## config.mk

```make
export PLATFORM = sky130hd
export DESIGN_NAME = regex_byte_feeder
export DESIGN_NICKNAME = d
export VERILOG_FILES = /design/src/rtl/regex_pkg.sv /design/src/rtl/regex_byte_feeder_lane_select.sv /design/src/rtl/regex_byte_feeder.sv
export SDC_FILE = /design/constraint.sdc
export NUM_CORES = 2
export LEC_CHECK = 0
export ABC_AREA = 1
export CORE_MARGIN = 10
export CORE_UTILIZATION = 40
export DETAILED_ROUTE_END_ITERATION = 10
export DONT_BUFFER_PORTS = 1
export PLACE_DENSITY = 0.61
export RECOVER_POWER = 50
export SLEW_MARGIN = 20
export SYNTH_ARGS = -nofsm -noshare
export SYNTH_HDL_FRONTEND = slang
export SYNTH_SLANG_ARGS = --single-unit
```

## constraint.sdc

```tcl
create_clock -name clk -period 58.7 [get_ports clk]
set_input_delay 8.805 -clock clk [delete_from_list [all_inputs] [get_ports clk]]
set_output_delay 8.805 -clock clk [all_outputs]
set_load 0.05 [all_outputs]
```

## src/rtl/regex_pkg.sv

```systemverilog
// Shared definitions for the regex byte feeder: character width, AXIS lane
// geometry, feeder state encoding and default header/scan limits.
package regex_pkg;

    localparam int REGEX_CHAR_W           = 8;
    localparam int AXIS_DATA_W            = 256;
    localparam int AXIS_LANES             = AXIS_DATA_W / REGEX_CHAR_W;
    localparam int DEFAULT_HDR_SKIP       = 54;
    localparam int DEFAULT_MAX_SCAN_BYTES = 1024;

    typedef enum logic [1:0] {
        IDLE,
        EMIT,
        FLUSH,
        DRAIN
    } feeder_state_t;

endpackage

```

## src/rtl/regex_byte_feeder_lane_select.sv

```systemverilog
// lane_select: lowest-set-bit priority encoder over the AXIS byte lanes,
// returning the lane index and a flag that any lane is set.
module lane_select
    import regex_pkg::*;
#(
    parameter int LANES = AXIS_LANES,
    parameter int IDX_W = $clog2(LANES)
) (
    input  logic [LANES-1:0] lanes,
    output logic [IDX_W-1:0] idx,
    output logic             hit
);

    // NOTE: every output gets a default before the loop so no latch is inferred.
    always_comb begin
        idx = '0;
        hit = 1'b0;
        // Scan downwards so the lowest set lane is the one left standing.
        for (int i = LANES - 1; i >= 0; i--) begin
            if (lanes[i]) begin
                idx = IDX_W'(i);
                hit = 1'b1;
            end
        end
    end

endmodule

```

## src/rtl/regex_byte_feeder.sv

```systemverilog
// regex_byte_feeder: strips a fixed header from an AXIS packet stream and
// serialises the payload one byte per cycle for the DFA matcher.
// Optional build macro REGEX_BYTE_FEEDER_STATS_EN adds packet/byte counters.
module regex_byte_feeder
    import regex_pkg::*;
#(
    parameter int C_S_AXIS_DATA_WIDTH = AXIS_DATA_W,
    parameter int HDR_SKIP            = DEFAULT_HDR_SKIP,
    parameter int MAX_SCAN_BYTES      = DEFAULT_MAX_SCAN_BYTES
) (
    input  logic                             clk,
    input  logic                             reset,
    input  logic [C_S_AXIS_DATA_WIDTH-1:0]   s_axis_tdata,
    input  logic [C_S_AXIS_DATA_WIDTH/8-1:0] s_axis_tkeep,
    input  logic                             s_axis_tvalid,
    output logic                             s_axis_tready,
    input  logic                             s_axis_tlast,
    output logic [REGEX_CHAR_W-1:0]          byte_data,
    output logic                             byte_valid,
    input  logic                             byte_ready,
    output logic                             byte_sop,
    output logic                             byte_eop,
    output logic                             byte_null
`ifdef REGEX_BYTE_FEEDER_STATS_EN
    ,
    output logic [31:0]                      stat_pkts,
    output logic [31:0]                      stat_bytes
`endif
);

    localparam int LANES  = C_S_AXIS_DATA_WIDTH / REGEX_CHAR_W;
    localparam int IDX_W  = $clog2(LANES);
    localparam int SKIP_W = $clog2(HDR_SKIP + 1);
    localparam int SCAN_W = $clog2(MAX_SCAN_BYTES + 1);

    feeder_state_t                  state;
    logic [C_S_AXIS_DATA_WIDTH-1:0] buf_data;
    logic [LANES-1:0]               buf_mask;
    logic                           buf_last;
    logic [SKIP_W-1:0]              skip_cnt;
    logic [SCAN_W-1:0]              scan_cnt;
    logic                           first_flag;

    logic [IDX_W-1:0]        emit_idx;
    logic                    emit_hit;
    logic [REGEX_CHAR_W-1:0] emit_byte;
    logic [LANES-1:0]        mask_after;
    logic                    last_lane;
    logic                    trunc;
    logic [LANES-1:0]        skip_mask;
    int                      keep_pop;
    int                      skip_clr;
    logic                    tready_c;
    logic                    xfer;
    logic                    accept;
    logic                    load;
    logic                    retire;

    // Header skip: clear the lowest set lanes one at a time, up to skip_cnt.
    for (genvar k = 0; k < LANES; k++) begin : g_skip
        logic [LANES-1:0] m_in;
        logic [LANES-1:0] m_out;
        logic [IDX_W-1:0] idx;
        logic             hit;
        if (k == 0) begin : g_first
            assign m_in = s_axis_tkeep;
        end else begin : g_next
            assign m_in = g_skip[k-1].m_out;
        end
        lane_select #(.LANES(LANES)) u_sel (.lanes(m_in), .idx(idx), .hit(hit));
        assign m_out = (hit && k < int'(skip_cnt)) ? (m_in & ~(LANES'(1) << idx)) : m_in;
    end
    assign skip_mask = g_skip[LANES-1].m_out;

    always_comb begin
        keep_pop = 0;
        for (int i = 0; i < LANES; i++) keep_pop += int'(s_axis_tkeep[i]);
        skip_clr = (keep_pop < int'(skip_cnt)) ? keep_pop : int'(skip_cnt);
    end

    lane_select #(.LANES(LANES)) u_emit_sel (.lanes(buf_mask), .idx(emit_idx), .hit(emit_hit));

    assign emit_byte  = buf_data[{emit_idx, 3'b000} +: REGEX_CHAR_W];
    assign mask_after = buf_mask & ~(LANES'(1) << emit_idx);
    assign last_lane  = (mask_after == '0);
    assign trunc      = (scan_cnt == SCAN_W'(MAX_SCAN_BYTES - 1));

    always_comb begin
        byte_valid = 1'b0;
        byte_data  = '0;
        byte_eop   = 1'b0;
        byte_null  = 1'b0;
        case (state)
            EMIT: begin
                byte_valid = emit_hit;
                byte_data  = emit_byte;
                byte_eop   = (last_lane && buf_last) || trunc;
            end
            FLUSH: begin
                // A header-only packet still owes the DFA one sop/eop marker.
                if (buf_last && first_flag) begin
                    byte_valid = 1'b1;
                    byte_eop   = 1'b1;
                    byte_null  = 1'b1;
                end
            end
            default: ;
        endcase
        byte_sop = byte_valid && first_flag;
    end

    assign xfer = byte_valid && byte_ready;

    always_comb begin
        case (state)
            IDLE, DRAIN: tready_c = 1'b1;
            // Take the next beat in the cycle the current one empties: no bubble.
            EMIT:        tready_c = xfer && last_lane && !buf_last && !trunc;
            default:     tready_c = 1'b0;
        endcase
        s_axis_tready = tready_c && !reset;
    end

    assign accept = s_axis_tvalid && s_axis_tready;
    assign load   = accept && (state == IDLE || state == EMIT);
    assign retire = (state == EMIT && xfer && buf_last && (last_lane || trunc))
                 || (state == FLUSH && buf_last && (!first_flag || byte_ready))
                 || (state == DRAIN && accept && s_axis_tlast);

    // NOTE: sequential state uses non-blocking assignments only; later
    // assignments in the block deliberately override earlier ones.
    always_ff @(posedge clk or posedge reset) begin
        if (reset) begin
            state      <= IDLE;
            // NOTE: the wide data buffer is reset too so the block starts empty.
            buf_data   <= '0;
            buf_mask   <= '0;
            buf_last   <= 1'b0;
            skip_cnt   <= SKIP_W'(HDR_SKIP);
            scan_cnt   <= '0;
            first_flag <= 1'b1;
        end else begin
            if (xfer) first_flag <= 1'b0;
            if (state == EMIT && xfer) begin
                buf_mask <= mask_after;
                if (scan_cnt != SCAN_W'(MAX_SCAN_BYTES)) scan_cnt <= scan_cnt + 1'b1;
            end
            if (load) begin
                buf_data <= s_axis_tdata;
                buf_mask <= skip_mask;
                buf_last <= s_axis_tlast;
                skip_cnt <= skip_cnt - SKIP_W'(skip_clr);
            end
            case (state)
                IDLE:  if (accept) state <= (skip_mask != '0) ? EMIT : FLUSH;
                EMIT: begin
                    if (xfer) begin
                        if (trunc)          state <= buf_last ? IDLE : DRAIN;
                        else if (last_lane) state <= !accept ? IDLE
                                                   : (skip_mask != '0) ? EMIT : FLUSH;
                    end
                end
                FLUSH: if (!buf_last || !first_flag || byte_ready) state <= IDLE;
                DRAIN: if (accept && s_axis_tlast) state <= IDLE;
                default: state <= IDLE;
            endcase
            if (retire) begin
                skip_cnt   <= SKIP_W'(HDR_SKIP);
                scan_cnt   <= '0;
                first_flag <= 1'b1;
            end
        end
    end

`ifdef REGEX_BYTE_FEEDER_STATS_EN
    always_ff @(posedge clk or posedge reset) begin
        if (reset) begin
            stat_pkts  <= '0;
            stat_bytes <= '0;
        end else begin
            if (retire)              stat_pkts  <= stat_pkts + 32'd1;
            if (xfer && !byte_null)  stat_bytes <= stat_bytes + 32'd1;
        end
    end
`endif

endmodule
```

==> flow_metrics.py <==
metrics = {
    "worst_setup_path": {
        "r2r_setup_slack_ps": -5120,
        "critPathLaunchType": "input port",
        "end_kind": "flip-flop",
        "critPathLaunch": "s_axis_tkeep[30]",
        "r2r_end": "state[1]",
        "endpoint": "state[1]",
        "timing.rr.start": "skip_cnt[5]",
        "crit_fanout": 5,
        "cp_common_cell": "nand2_1",
        "critPathMaxStageDelay_ps": 370,
        "cp_data_required_time_ps": 59150,
        "arrival_ps": 72850,
        "worst-setup-path-type": "in -> reg",
        "crit_path_top_delay_cell": "o31ai_1",
        "reg2regPathDepth": 903,
    },
    "layout": {
        "fillers": 8535,
        "final_cell_area_mm2": 0.0499,
        "final_nets": 7706,
        "drive_above_1_share": 0.341,
        "syn_to_final_growth_pct": 41.5,
        "regArea_mm2": 0.00774,
        "fin_util": 0.573,
        "multiInputGateArea_mm2": 0.0231,
    },
    "place": {
        "gp_congestion": 0.983,
        "placed_area_mm2": 0.0463,
        "numPortBuffers": 0,
        "dp_slack_ps": -12930,
        "hpwl_mm": 110,
    },
    "clock_tree": {
        "cts-root-buf": "clkbuf_16",
        "clk_latency_ps": 530,
        "cts_tree": "done",
        "h-tree-depth": 2,
        "clock-sinks": 309,
        "path_clk_slew_ps": 60,
        "cts_buffer_depth": 3,
        "cts_made_buffers": 34,
    },
    "power_and_ir_drop": {
        "power_frac_comb": 0.730,
        "p_per_area_mw_per_mm2": 42.8,
        "seq_power_share": 0.170,
        "leakage_nw": 27.2,
        "p_int_mw": 1.03,
        "power_frac_clock": 0.100,
        "switching_share": 0.517,
        "power.switching_mw": 1.11,
        "total_power_mw": 2.14,
        "ir_drop_mv": 0.0637,
    },
    "sta": {
        "finalSetupViolCount": 10,
        "hold_viol": 0,
        "setup_ws_ps": -13690,
        "finalSetupTns_ps": -87380,
        "rsz0062_at_grt": "true",
        "fin_crit_sh": 1.23,
        "fin_crit_ps": 72390,
        "relSlewSlack": -1.90,
        "timing.fmax_ghz": 0.0138,
        "tightestPinTransition_ps": 4320,
        "finalClockSkew_ps": 18.1,
        "maxSlewViolCount": 318,
    },
    "floorplanning": {
        "rows": 108,
        "die_x_um": 317,
        "core_mm2": 0.0872,
        "io_pins": 306,
        "initial_core_util": 0.405,
        "die_area_mm2": 0.101,
        "die-height_um": 317,
    },
    "logic_synthesis": {
        "synth_top_flop_cell": "dfrtp_1",
        "syn_nets": 6252,
        "netlist_instances": 5911,
        "ys_types": 74,
        "avgSynthCellArea_um2": 5.97,
        "synth_area_mm2": 0.0353,
        "yosys_warnings": 0,
        "synth-async-reset-ratio": 1.00,
        "ys_seq_elements": 309,
        "synth_edf_count": 0,
        "yosysSeqAreaShare": 0.219,
    },
    "global_route": {
        "antenna_found_initial": 15,
        "track_usage": 0.272,
        "grt_max_degree": 120,
        "met2_usage": 0.461,
        "grt_pass1_wl_mm": 222,
        "grt_util_met3": 0.0314,
        "grt_overflow": 0,
        "met1_usage": 0.352,
        "grt.busiest_layer": "met2",
        "grt_pass1_vias": 42300,
    },
    "status": {
        "status": "finished with violations",
        "violations": "max-capacitance violations, max-slew violations, negative setup slack",
    },
    "route": {
        "dr.pass1.iters": 5,
        "initialDrtViolationCount": 4247,
        "drc_errors": 0,
        "wl_mm": 143,
        "via_per_inst": 5.17,
        "vias": 44200,
        "ant_nets": 0,
        "wl_per_cell_um": 16.8,
    },
    "hold_path": {
        "hold_path_class": "reg -> reg",
    },
    "run": {
        "cap_violations": 5,
    },
}
==> cell usage after synthesis, types with 12 or more instances <==
master	number	area (um2)
o221ai_1	84	736
clkinv_1	33	124
nand4_1	112	701
clkbuf_4	15	113
inv_2	208	781
nand2_2	118	738
nand2_1	2252	8450
nor4_1	13	81.3
buf_1	15	56.3
o22ai_1	80	500
o21bai_2	25	282
a21oi_2	41	359
nand3_1	176	881
a31oi_1	118	738
o21ai_1	127	636
fa_1	25	500
o211ai_1	16	120
bufinv_8	66	1160
buf_6	13	146
clkbuf_1	109	409
dfrtp_1	304	7610
a21oi_1	408	2040
o21ai_0	68	340
ha_1	23	288
nand3_2	16	160
nor2_2	43	269
inv_4	16	100
clkbuf_8	39	537
inv_1	494	1850
o21bai_1	42	315
nor3_1	124	621
bufbuf_8	12	225
nor2_1	522	1960
nand2_4	14	158
==> per-stage QoR <==
step | std cells | hold WS, ps
floorplan | 5911 | 442
global placement | 8314 | 454
detailed placement | 8314 | 458
CTS | 8467 | 472
global route | 8555 | 485
finish | 8557 | 470
==> cell usage in the layout, fill, tap and decap left out, types with 33 or more instances in the layout <==
cell	n
nand3_2	42
nor2_2	81
nand2_1	2210
nor2_1	448
nand2_2	138
nor2_4	42
o22ai_1	79
o221ai_1	82
o21bai_1	40
nor3_1	113
nand2_4	36
bufinv_8	66
clkinv_1	33
inv_2	217
buf_4	1603
dfrtp_1	304
o21ai_1	115
a31oi_1	117
o21ai_0	67
a21oi_1	372
inv_1	479
clkbuf_16	34
a21oi_2	69
nand3_1	143
nand4_1	112
==> area by class of cell <==
class                   count  share of cell area
well taps                1155              0.0289
clock inverters             7             0.00215
inverters                 831              0.0826
repair buffers           1636               0.248
multi-input cells        4553               0.462
flip-flops and latches    309               0.155
clock buffers              50              0.0202
diodes                     16            0.000802
==> power groups by stage <==
| stage | clock network [mW] | registers, mW | logic (mW) |
|---|---|---|---|
| 6_report | 0.213 | 0.365 | 1.56 |
| 4_1_cts | 0.214 | 0.362 | 1.51 |
| 3_5_place_dp | 0 | 0.365 | 1.46 |
| 5_1_grt | 0.224 | 0.374 | 1.71 |
| 3_3_place_gp | 0 | 0.362 | 1.44 |
| 2_1_floorplan | 0 | 0.350 | 0.912 |
==> flip-flops by register name (all words and copies together) (netlist names) <==
register,flops
buf_data,256
buf_last,1
buf_mask,32
first_flag,1
scan_cnt,11
skip_cnt,6
state,2
==> cells by family after synthesis <==
group,synth area share
compound gates,0.187
xor+xnor,0.00322
fa+ha+maj,0.0223
buf+inv,0.161
flops,0.219
mux,0.00255
simple gates,0.405
==> worst min-delay path by stage <==
| stage | to | start | cells after the start |
|---|---|---|---|
| final | buf_data[95] | buf_data[95] | 2 |
| after detailed placement | buf_data[25] | buf_data[25] | 2 |
| after CTS | buf_data[25] | buf_data[25] | 2 |
| after global routing | buf_data[204] | buf_data[204] | 2 |
| after floorplan | buf_data[120] | buf_data[120] | 2 |
| after global placement | buf_data[95] | buf_data[95] | 2 |
==> timing repair <==
item,4_1_cts,5_1_grt
resized for setup,158,146
hold buffers,0,0
setup endpoints to repair,10,13
setup buffers,98,73
pin swaps,83,134
==> critical path: cells and delay by family <==
family,cells,cell delay (ps)
AOI/OAI and AO/OA,34,5290
and+or+nand+nor,696,43220
buffers and inverters,32,3800
==> layer usage <==
| metal | share of wire | up-vias |
|---|---|---|
| met3 | 0.073 | 338 |
| met1 | 0.42 | 20300 |
| met4 | 0.039 | 2 |
| met5 | 0.000091 | - |
| li1 | - | 22000 |
| met2 | 0.47 | 1617 |
Note: power is estimated with default switching activity, not from simulation.
